<file path="config.mk">
export PLATFORM = sky130hd
export DESIGN_NAME = cache_wb_mem
export DESIGN_NICKNAME = d
export VERILOG_FILES = /design/src/rtl/cache_wb_mem_pkg.sv /design/src/rtl/cache_wb_mem_timer.sv /design/src/rtl/cache_wb_mem.sv
export SDC_FILE = /design/constraint.sdc
export NUM_CORES = 1
export LEC_CHECK = 0
export CAP_MARGIN = 5
export CORE_ASPECT_RATIO = 1.75
export CORE_MARGIN = 2
export CORE_UTILIZATION = 44
export DETAILED_ROUTE_END_ITERATION = 16
export PLACE_DENSITY = 0.85
export RECOVER_POWER = 50
export SYNTH_ARGS = -nofsm -noshare
export SYNTH_HDL_FRONTEND = slang
export SYNTH_SLANG_ARGS = --single-unit
export TNS_END_PERCENT = 30
</file>
<file path="constraint.sdc">
create_clock -name clk -period 1.8 [get_ports clk]
set_input_delay 0.36 -clock clk [delete_from_list [all_inputs] [get_ports clk]]
set_output_delay 0.36 -clock clk [all_outputs]
set_load 0.01 [all_outputs]
</file>
<file path="src/rtl/cache_wb_mem_pkg.sv">
// rtl/cache_wb_mem_pkg.sv - shared constants, state encoding and address helper for the line write-back path
package cache_wb_mem_pkg;

    localparam int DEF_WORD             = 32;
    localparam int DEF_CACHE_LINE_WIDTH = 128;
    localparam int DEF_WRITE_WAIT_CYCLE = 2;
    localparam int BANK_SEL_BIT         = 22;
    localparam int RAM_ADDR_W           = 20;

    typedef enum logic [2:0] {
        ST_IDLE  = 3'd0,
        ST_SETUP = 3'd1,
        ST_WRITE = 3'd2,
        ST_HOLD  = 3'd3,
        ST_DONE  = 3'd4
    } wb_state_e;

    // Clears the word-within-line bits so the burst always starts on the line boundary.
    function automatic logic [RAM_ADDR_W-1:0] line_base(input logic [RAM_ADDR_W-1:0] word_addr,
                                                        input int unsigned wpl);
        return word_addr & ~RAM_ADDR_W'(wpl - 1);
    endfunction

endpackage

</file>
<file path="src/rtl/cache_wb_mem_timer.sv">
// rtl/cache_wb_mem_timer.sv - counts the cycles we_n is held low for one word
module cache_wb_mem_timer #(
    parameter int WAIT = 2
) (
    input  logic clk,
    input  logic rst,
    input  logic en,
    output logic done
);

    localparam int CW = $clog2(WAIT + 1);

    logic [CW-1:0] wait_cnt;

    assign done = en && (wait_cnt == CW'(WAIT - 1));

    always_ff @(posedge clk) begin
        if (rst || !en || done) begin
            wait_cnt <= '0;
        end else begin
            wait_cnt <= wait_cnt + 1'b1;
        end
    end

endmodule

</file>
<file path="src/rtl/cache_wb_mem.sv">
// rtl/cache_wb_mem.sv - writes one dirty DCache line word by word into base or ext SRAM
module cache_wb_mem
    import cache_wb_mem_pkg::*;
#(
    parameter int WORD             = DEF_WORD,
    parameter int CACHE_LINE_WIDTH = DEF_CACHE_LINE_WIDTH,
    parameter int WRITE_WAIT_CYCLE = DEF_WRITE_WAIT_CYCLE
) (
    input  logic                        clk,
    input  logic                        rst,
    input  logic                        wb_valid_from_DCache,
    input  logic [WORD-1:0]             wb_addr,
    input  logic [CACHE_LINE_WIDTH-1:0] wb_line,
    output logic                        memory_ready_for_DCache_wb,
    output logic                        bus_req,
    input  logic                        bus_grant,
    output logic                        base_ram_ce_n,
    output logic                        base_ram_oe_n,
    output logic                        base_ram_we_n,
    output logic                        ext_ram_ce_n,
    output logic                        ext_ram_oe_n,
    output logic                        ext_ram_we_n,
    output logic [19:0]                 ram_addr,
    output logic [3:0]                  ram_be_n,
    output logic [WORD-1:0]             ram_wdata,
    output logic                        ram_wdata_oe
);

    localparam int WPL   = CACHE_LINE_WIDTH / WORD;
    localparam int CNT_W = $clog2(WPL);

    wb_state_e                   state, state_next;
    logic [CNT_W-1:0]            cnt;
    logic [RAM_ADDR_W-1:0]       line_addr;
    logic [CACHE_LINE_WIDTH-1:0] line_q;
    logic                        bank_ext;
    logic                        accept;
    logic                        last_word;
    logic                        wait_done;
    logic [RAM_ADDR_W-1:0]       word_addr;
    logic [WORD-1:0]             word_data;
    logic                        unused_addr_bits;

    assign accept    = (state == ST_IDLE) && wb_valid_from_DCache && bus_grant;
    assign last_word = (cnt == CNT_W'(WPL - 1));
    assign word_addr = line_addr + RAM_ADDR_W'(cnt);
    assign word_data = line_q[cnt*WORD +: WORD];

    // Byte offset and bits above the bank select never reach the SRAM.
    assign unused_addr_bits = ^{wb_addr[WORD-1:BANK_SEL_BIT+1], wb_addr[1:0]};

    cache_wb_mem_timer #(
        .WAIT (WRITE_WAIT_CYCLE)
    ) u_timer (
        .clk  (clk),
        .rst  (rst),
        .en   (state == ST_WRITE),
        .done (wait_done)
    );

    always_ff @(posedge clk) begin
        if (rst) begin
            state <= ST_IDLE;
        end else begin
            state <= state_next;
        end
    end

    always_ff @(posedge clk) begin
        if (rst) begin
            cnt       <= '0;
            line_addr <= '0;
            line_q    <= '0;
            bank_ext  <= 1'b0;
        end else if (accept) begin
            cnt       <= '0;
            line_addr <= line_base(wb_addr[RAM_ADDR_W+1:2], WPL);
            line_q    <= wb_line;
            bank_ext  <= wb_addr[BANK_SEL_BIT];
        end else if (state == ST_HOLD && !last_word) begin
            cnt <= cnt + 1'b1;
        end
    end

    always_comb begin
        state_next = state;
        unique case (state)
            ST_IDLE:  if (accept) state_next = ST_SETUP;
            ST_SETUP: state_next = ST_WRITE;
            ST_WRITE: if (wait_done) state_next = ST_HOLD;
            ST_HOLD:  state_next = last_word ? ST_DONE : ST_SETUP;
            ST_DONE:  state_next = ST_IDLE;
            default:  state_next = ST_IDLE;
        endcase
    end

    // Address and data come straight from latched registers, so they cannot move while we_n is low.
    always_comb begin
        memory_ready_for_DCache_wb = 1'b0;
        bus_req                    = 1'b0;
        base_ram_ce_n              = 1'b1;
        base_ram_oe_n              = 1'b1;
        base_ram_we_n              = 1'b1;
        ext_ram_ce_n               = 1'b1;
        ext_ram_oe_n               = 1'b1;
        ext_ram_we_n               = 1'b1;
        ram_addr                   = '0;
        ram_be_n                   = 4'hF;
        ram_wdata                  = '0;
        ram_wdata_oe               = 1'b0;
        unique case (state)
            ST_IDLE: bus_req = wb_valid_from_DCache;
            ST_SETUP, ST_WRITE, ST_HOLD: begin
                bus_req      = 1'b1;
                ram_addr     = word_addr;
                ram_wdata    = word_data;
                ram_be_n     = 4'h0;
                ram_wdata_oe = 1'b1;
                if (bank_ext) begin
                    ext_ram_ce_n = 1'b0;
                    ext_ram_we_n = (state != ST_WRITE);
                end else begin
                    base_ram_ce_n = 1'b0;
                    base_ram_we_n = (state != ST_WRITE);
                end
            end
            ST_DONE: memory_ready_for_DCache_wb = 1'b1;
            default: ;
        endcase
    end

endmodule

</file>
# --- Word-level counts from Yosys, hierarchy flattened ---
# Cells that the tools add are included.
totals:
  wordCells: 49
  output_inout_bits: 65
  regBits: 154
op_classes:
  n_addsub: 3
  n_reduce_logical: 12
  eq_ne: 9
  n_mux: 18
  shifts: 1
ops:
  columns: ["cell", "count"]
  rows:
  - ["128-bit by 8-bit variable part select with 32-bit output", 1]
  - ["32-bit 2-to-1 mux", 1]
  - ["20-bit by 2-bit adder with 20-bit output", 1]
  - ["20-bit 2-to-1 mux", 1]
  - ["3-bit case mux with 4 select lines", 1]
  - ["1-bit 2-to-1 mux", 10]
  - ["3-bit 2-to-1 mux", 3]
  - ["3-bit by 2-bit equality test with 1-bit output (second input constant)", 2]
  - ["2-bit by 1-bit adder with 2-bit output (second input constant)", 2]
  - ["1-bit logical AND", 4]
  - ["4-bit 2-to-1 mux", 1]
  - ["2-bit inequality test (second input constant)", 2]
  - ["3-bit by 1-bit equality test with 1-bit output (second input constant)", 1]
  - ["3-bit equality test (second input constant)", 1]
  - ["3-bit logical NOT", 1]
  - ["3-bit by 2-bit inequality test with 1-bit output (second input constant)", 1]
  - ["3-bit OR reduction", 1]
  - ["2-bit by 1-bit equality test with 1-bit output (second input constant)", 1]
  - ["2-bit equality test (second input constant)", 1]
  - ["1-bit logical NOT", 2]
  - ["1-bit logical OR", 2]
  - ["1-bit case mux with 2 select lines", 1]
  - ["2-bit AND reduction", 1]
  - ["2-bit OR reduction", 1]

# --- Logic depth before layout (Yosys ltp) ---
# Gate-level depths: netlist of the first run.
depth:
  word_depth: 5
  ltp_mapped: 7
  ltp_nobuf: 5

# --- Cells and area by module ---
# From an unflattened synthesis of the first run, not the netlist that was laid out.
hier_totals:
  cells_unflattened: 781
  area_unflattened_um2: 8159.1
modules_own_cells:
  columns: ["mod", "seq_area_each_um2", "cells_per_inst", "area_per_inst_um2", "n_inst"]
  rows:
  - ["cache_wb_mem", 3042.9, 774, 8065.2, 1]
  - ["cache_wb_mem_timer", 40.0, 7, 93.8, 1]

# --- Least setup slack after synthesis of the first run ---
# No wires, ideal clock.
synth_path:
  path_type: "register -> output"
  from: "reg cnt[0]"
  to: "out ram_wdata[10]"
  path_stages_with_launch: 5
  arrival_time_ns: 1.467
  path_buffers: 2
  setup_slack_ns: -0.027
  t_required_ns: 1.440
  cell_sequence: "dfxtp_1 -> buf_4 -> buf_2 -> mux4_2 -> and2_1"
synth_between:
  elab_chain_cells: 2
synth_lines:
  columns: ["item", "line_no", "text"]
  rows:
  - ["from (decl)", "cache_wb_mem.sv:33", "logic [CNT_W-1:0] cnt;"]
  - ["from (signal assigned)", "cache_wb_mem.sv:81", "cnt <= cnt + 1'b1;"]
  - ["128-bit by 8-bit variable part select with 32-bit output", "cache_wb_mem.sv:47", "assign word_data = line_q[cnt*WORD +: WORD];"]
  - ["32-bit 2-to-1 mux", "cache_wb_mem.sv:111", "unique case (state)"]
  - ["to (decl)", "cache_wb_mem.sv:25", "output logic [WORD-1:0] ram_wdata,"]
# Every way passes these cells.

# --- Final worst setup path of the first run ---
layout_path:
  from: "reg cnt[0]"
  to: "out ram_wdata[30]"
# Same word-level chain as after synthesis.

==> flow_metrics.tcl, run 1 <==
set metrics [dict create \
    cts_tree "yes" \
    gp_routability_congestion 0.8285 \
    drive_gt1_share_pct 20.32 \
    drtPass1Iterations 4 \
    nets 1158 \
    die_w_um 106.6 \
    finClkSkew_ns 0.007691 \
    num_io_pins 229 \
    cts_made_buffers 17 \
    arrival_ns 1.82 \
    avgRoutedWirePerCell_um 16.19 \
    violations "negative setup slack" \
    grt_pass1_wl_um 31960 \
    synth_cell_type_count 26 \
    grt_max_degree 110 \
    dr_total_vias 6006 \
    synth.top_cell.area_share_pct 38.04 \
    area_growth_pct 38.66 \
    max_freq_mhz 457.8 \
    drv_slew 0 \
    hold_viol 0 \
    rsz0062_at_grt "true" \
    antenna_found_initial 0 \
    maxSlewHeadroom_pct 56.56 \
    power_w 0.008511 \
    grt_pass1_vias 6436 \
    max_slew.worst_pin.slew_ns 0.6516 \
    outcome "finished with violations" \
    dieHeight_um 183.5 \
    netlist_area_mm2 0.008104 \
    hold_class "reg2reg" \
    synth.most_common_cell "nand2b_1" \
    wl_um 20050 \
    ys_ff_latch 154 \
    dieArea_mm2 0.01956 \
    reg2reg_depth 6 \
    hold_path_depth 1 \
    end_kind "primary output" \
    worst_ir_drop_vdd_mv 0.5145 \
    syn-instance-count 781 \
    drt_iter0_drc 265 \
    fin_ws_ns -0.3842 \
    start_util_pct 44.89 \
    synth_area_leaders "dfxtp_1 (38%), nand2b_1 (23%), mux2i_1 (18%)" \
    dp_hpwl_um 14000 \
    core_mm2 0.01805 \
    startpoint_type "flip-flop" \
    synth-async-reset-ratio_pct 0 \
    drtAntennaViolNets 0 \
    yosys-top-cells-count "nand2b_1 (297), dfxtp_1 (154), mux2i_1 (148)" \
    setup_violations 164 \
    h-tree-depth 4 \
    port_buffers 213 \
    yosysWarnings 0 \
    fin_crit_ns 2.184 \
    worst-setup-path-type "reg2out" \
    row_count 65 \
    cap_violations 0 \
    synth_area_per_cell_um2 10.38 \
    clk_pin_slew_worst_paths_ns 0.06 \
    track_usage_pct 20.98 \
    cts_buffer_depth 2 \
    fin_crit_sh_pct 121.3 \
    grt-ovfl-total 0 \
    viasPerCell 4.851 \
    synth_edf_count 0 \
    clkSinkCount 154 \
    antennaDiodeCount 0 \
    fin_util_pct 62.24 \
    cp_max_fo 6 \
    clk_latency_ns 0.41 \
    seq_area_frac_synth_pct 38.04 \
    synth_area_leader_cell "dfxtp_1" \
    cp.required_ns 1.44 \
    p_per_area_mw_per_mm2 757.4 \
    synth-main-ff-cell "dfxtp_1" \
    drc 0 \
    p_leak_nw 4.278 \
    cts.root.buffer_cell "clkbuf_16" \
]
==> per-layer routing <==
metal / up-vias / GRT usage, % / wire length, um
li1: 2992 / - / -
met1: 2813 / 22.10 / 7503
met5: - / 0 / 0
met3: 44 / 4.006 / 708
met4: 0 / 10.81 / 801
met2: 157 / 38.90 / 11030
==> sequential cells by signal (all words and copies together) (netlist names) <==
signal            flops
state                 3
line_addr            18
cnt                   2
line_q              128
u_timer.wait_cnt      2
bank_ext              1
==> worst paths after layout <==
kind	start	end	slack, ns
setup / recovery	cnt[0]	ram_wdata[30]	-0.38
setup reg to reg	state[0]	line_q[110]	-0.11
hold reg to reg	u_timer.wait_cnt[0]	u_timer.wait_cnt[0]	0.43
hold / removal	u_timer.wait_cnt[0]	u_timer.wait_cnt[0]	0.43
==> logic make-up after synthesis <==
logic type | Yosys count | share of synthesized area [%]
adder cells (fa/ha/maj) | 2 | 0.3087
XOR/XNOR | 2 | 0.2162
multiplexers | 180 | 27.17
AO/OA/AOI/OAI | 2 | 0.1852
buffers and inverters | 71 | 5.543
AND/OR/NAND/NOR | 369 | 28.49
flip-flops | 154 | 38.04
other | 1 | 0.04627
==> cells in the final DEF (no fill, tap or decap), types with 2 or more instances in the layout <==
cell             count
mux2i_1            148
nor2_1               5
buf_6               32
or3_1                2
dfxtp_1            150
buf_4               15
bufinv_16            2
nand2_1              3
buf_2               32
clkbuf_1             6
dfxtp_2              3
clkbuf_16           17
xnor2_1              2
buf_8                2
conb_1               2
and2_4              28
ha_1                 2
nor3_2               3
and2_1              25
nand2b_1           297
buf_12              18
mux4_2              32
clkinvlp_4           2
clkinv_2             4
inv_6                2
clkdlybuf4s15_2      3
clkdlybuf4s50_1    149
nor3_1               2
clkdlybuf4s15_1      2
==> critical path: stages (launching register included) <==
cell and delay, ns:
dfxtp_4 0.42, buf_12 0.14, buf_4 0.11, mux4_2 0.48
and2_4 0.16, buf_6 0.11
==> repair_timing <==
| action | 4_1_cts | 5_1_grt |
|---|---|---|
| gates resized for setup | 298 | 17 |
| gates cloned | 4 | 0 |
| pin swaps | 38 | 6 |
| hold buffers | 0 | 0 |
| buffers inserted | 10 | 3 |
| setup endpoints to repair | 63 | 62 |
==> through the flow <==
step | hold WS, ns | TNS, ns | setup slack (ns) | instances | area (um2)
after floorplan | 0.3974 | -0.5626 | -0.02662 | 782 | 8108
after global placement | 0.4047 | -10.02 | -0.3626 | 1196 | 10630
after detailed placement | 0.4222 | -10.40 | -0.3531 | 1196 | 10630
after CTS | 0.4301 | -15.07 | -0.4530 | 1240 | 11330
after global routing | 0.4496 | -40.77 | -0.4480 | 1238 | 11240
final | 0.4304 | -19.41 | -0.3842 | 1238 | 11240
==> report_power, final <==
group / switching, W / total [W] / internal (W) / leakage, nW
logic: 0.000514 / 0.00135 / 0.000834 / 2.74
clock network: 0.00140 / 0.00347 / 0.00207 / 0.276
registers: 0.0000986 / 0.00369 / 0.00360 / 1.26
==> cell type report <==
type	count	area (um2)
Clock inverter	11	121.4
Sequential cell	154	3090
Inverter	2	7.507
Multi-Input combinational cell	557	4651
Clock buffer	20	446.7
Tap cell	234	292.8
Timing Repair Buffer	260	2628
Fill cell	1482	6818
No activity file was read; power rests on OpenSTA's default activity.
==> inputs of run 2 (changes only) <==
--- a/config.mk
+++ b/config.mk
@@ -7,7 +7,7 @@
 export LEC_CHECK = 0
 export CAP_MARGIN = 5
 export CORE_ASPECT_RATIO = 1.75
-export CORE_MARGIN = 2
+export CORE_MARGIN = 8
 export CORE_UTILIZATION = 44
 export DETAILED_ROUTE_END_ITERATION = 16
 export PLACE_DENSITY = 0.85
==> run 2 against run 1 <==
Compared with the run above:
- critical endpoint is now ram_wdata[10]
- power up 3.1%
- highest routed layer unchanged
- register-to-register slack barely moved
- largest cell class unchanged
- the run still ends with negative setup slack left
- cell area increased by 1.4%
- clock power is 6.3% higher
- count of clock-buffer cells in the layout down 1
- maximum frequency shrank 0.51%
- final cell count rose by 1.1%
- combinational power about the same
- critical path type unchanged
==> flow_metrics.tcl, run 2 (same netlist as run 1, synthesis figures left out) <==
set metrics [dict create \
    power_frac_seq_pct 42.1 \
    p_per_area_mw_per_mm2 770.1 \
    finClkSkew_ns 0.007001 \
    gp_routability_congestion 0.8012 \
    nets 1166 \
    hold_path_startpoint "u_timer.wait_cnt[0]" \
    drc 0 \
    cap_violations 0 \
    startpoint_type "flip-flop" \
    drive_gt1_share_pct 21.62 \
    dr_total_vias 6118 \
    swShare_pct 24.59 \
    worst_ir_drop_vdd_mv 0.6872 \
    r2r_slack_ns -0.10 \
    fin_util_pct 63.09 \
    mostFrequentLayoutCells "nand2b_1 (297), dfxtp_1 (150), clkdlybuf4s50_1 (149)" \
    hold_path_depth 1 \
    cts_made_buffers 17 \
    maxSlewHeadroom_pct 56.48 \
    drt_iter0_drc 255 \
    setup_violations 146 \
    core_mm2 0.01805 \
    port_buffers 213 \
    drtAntennaViolNets 0 \
    viasPerCell 4.890 \
    avgRoutedWirePerCell_um 17.55 \
    clk_pin_slew_worst_paths_ns 0.06 \
    start_util_pct 44.89 \
    p_clk_share_pct 42.1 \
    rsz0062_at_grt "true" \
    row_count 65 \
    final_area_mm2 0.01139 \
    slowest_stage "mux4_2" \
    r2r-end "line_q[97]" \
    regArea_mm2 0.003093 \
    layout_commonest_cell "nand2b_1" \
    crit_path_start "cnt[0]" \
    track_usage_pct 18.71 \
    fin_crit_sh_pct 122.0 \
    p_int_w 0.006615 \
    clkSinkCount 154 \
    reg_top3 "line_q: 128 flops, line_addr: 18 flops, state: 3 flops" \
    cp_max_fo 5 \
    placed_cell_area_mm2 0.01072 \
    cts_buffer_depth 2 \
    fin_ws_ns -0.3954 \
    dp_slack_ns -0.3628 \
    fin_cells 1251 \
    regMostFlops "line_q" \
    grt_pass1_wl_um 34640 \
    p_leak_nw 4.371 \
    dieHeight_um 195.5 \
    nFillCells 1541 \
    p_comb_share_pct 15.8 \
    violations "negative setup slack" \
    grt_max_degree 103 \
    antenna_found_initial 4 \
    max_slew.worst_pin.slew_ns 0.6529 \
    p_switching_w 0.002157 \
    hold_class "reg2reg" \
    drv_slew 0 \
    arrival_ns 1.84 \
    fin_hold_ws_ns 0.4290 \
    die_w_um 118.6 \
    multi_input_area_mm2 0.004658 \
    grt-ovfl-total 0 \
    area_growth_pct 40.56 \
    max_freq_mhz 455.5 \
    cp.required_ns 1.44 \
    path_cells "buf_8 -> buf_6 -> mux4_2 -> and2_1 -> buf_2" \
    hold_viol 0 \
    dp_hpwl_um 15620 \
    end_kind "primary output" \
    grt_pass1_vias 6728 \
    outcome "finished with violations" \
    dp_cells 1202 \
    cts_tree "yes" \
    max_stage_delay_ns 0.48 \
    wl_um 21960 \
    drtPass1Iterations 4 \
    reg2reg_depth 6 \
    clk_latency_ns 0.41 \
    worstHoldEndpoint "u_timer.wait_cnt[0]" \
    cts.root.buffer_cell "clkbuf_16" \
    fin_crit_ns 2.195 \
    worst-setup-path-type "reg2out" \
    largest_reg_flops 128 \
    h-tree-depth 4 \
    dieArea_mm2 0.02319 \
    num_io_pins 229 \
    rr_startpoint "state[0]" \
]
[run 2: cell count changes in the layout (fill, tap and decap cells not counted), moves of 2 or more]
cell             before  now
buf_2                32   36
diode_2               0    4
buf_4                15   18
clkbuf_1              6    3
clkinv_2              4    1
inv_8                 0    3
buf_12               18   20
clkdlybuf4s15_2       3    1
[run 2: per-stage QoR]
step                      setup TNS [ns]  power, W
after floorplan                  -0.5626  0.004475
after global placement            -9.788  0.005094
after detailed placement          -10.46  0.005123
after CTS                         -14.02  0.008883
after global routing              -37.23  0.009124
final                             -16.85  0.008772
[run 2: metal layers]
metal  track usage (%)  wire length (um)  up-vias
met5                 0                 0        -
met4             10.93              1082        0
met3             3.726               871       52
met2             34.74             11720      169
met1             18.82              8280     2886
li1                  -                 -     3011
[run 2: power groups by stage]
| stage | Clock [W] | Combinational (W) | Sequential [W] |
|---|---|---|---|
| after CTS | 0.00378 | 0.00141 | 0.00369 |
| after global routing | 0.00392 | 0.00149 | 0.00371 |
| after floorplan | 0 | 0.000742 | 0.00373 |
| after detailed placement | 0 | 0.00135 | 0.00377 |
| after global placement | 0 | 0.00133 | 0.00376 |
| final | 0.00369 | 0.00138 | 0.00369 |
[run 2: layout make-up]
cell class | instances | area share (%)
multi-input cells | 557 | 40.89
flip-flops and latches | 154 | 27.15
repair buffers | 268 | 23.87
clock buffers | 19 | 3.976
well taps | 234 | 2.570
clock inverters | 13 | 1.384
diodes | 4 | 0.08787
inverters | 2 | 0.06591
[run 2: timing repair]
item | 4_1_cts | 5_1_grt
cloned | 4 | 0
endpoints found under the setup margin | 63 | 62
buffers inserted | 11 | 2
hold buffers | 0 | 0
resized for setup | 295 | 30
pin swaps | 26 | 12
[run 2: how the worst max path moves through the flow]
stage                     to  cells past startpoint
2_1_floorplan  ram_wdata[10]                      4
3_3_place_gp   ram_wdata[29]                      4
3_5_place_dp   ram_wdata[31]                      4
4_1_cts        ram_wdata[10]                      6
5_1_grt        ram_wdata[10]                      5
6_report       ram_wdata[10]                      5
[run 2: critical path: cells and delay by family, from the launching register on]
kind,cells,cell delay [ns]
muxes,1,0.48
DFF,1,0.40
buffers and inverters,3,0.40
and+or+nand+nor,1,0.15
==> inputs of run 3 (changes only) <==
--- a/config.mk
+++ b/config.mk
@@ -9,6 +9,7 @@
 export CORE_ASPECT_RATIO = 1.75
 export CORE_MARGIN = 8
 export CORE_UTILIZATION = 44
+export CTS_CLUSTER_SIZE = 8
 export DETAILED_ROUTE_END_ITERATION = 16
 export PLACE_DENSITY = 0.85
 export RECOVER_POWER = 50
==> results of run 3 <==
No change in the layout: final DEF, timing and power equal those of run 2.
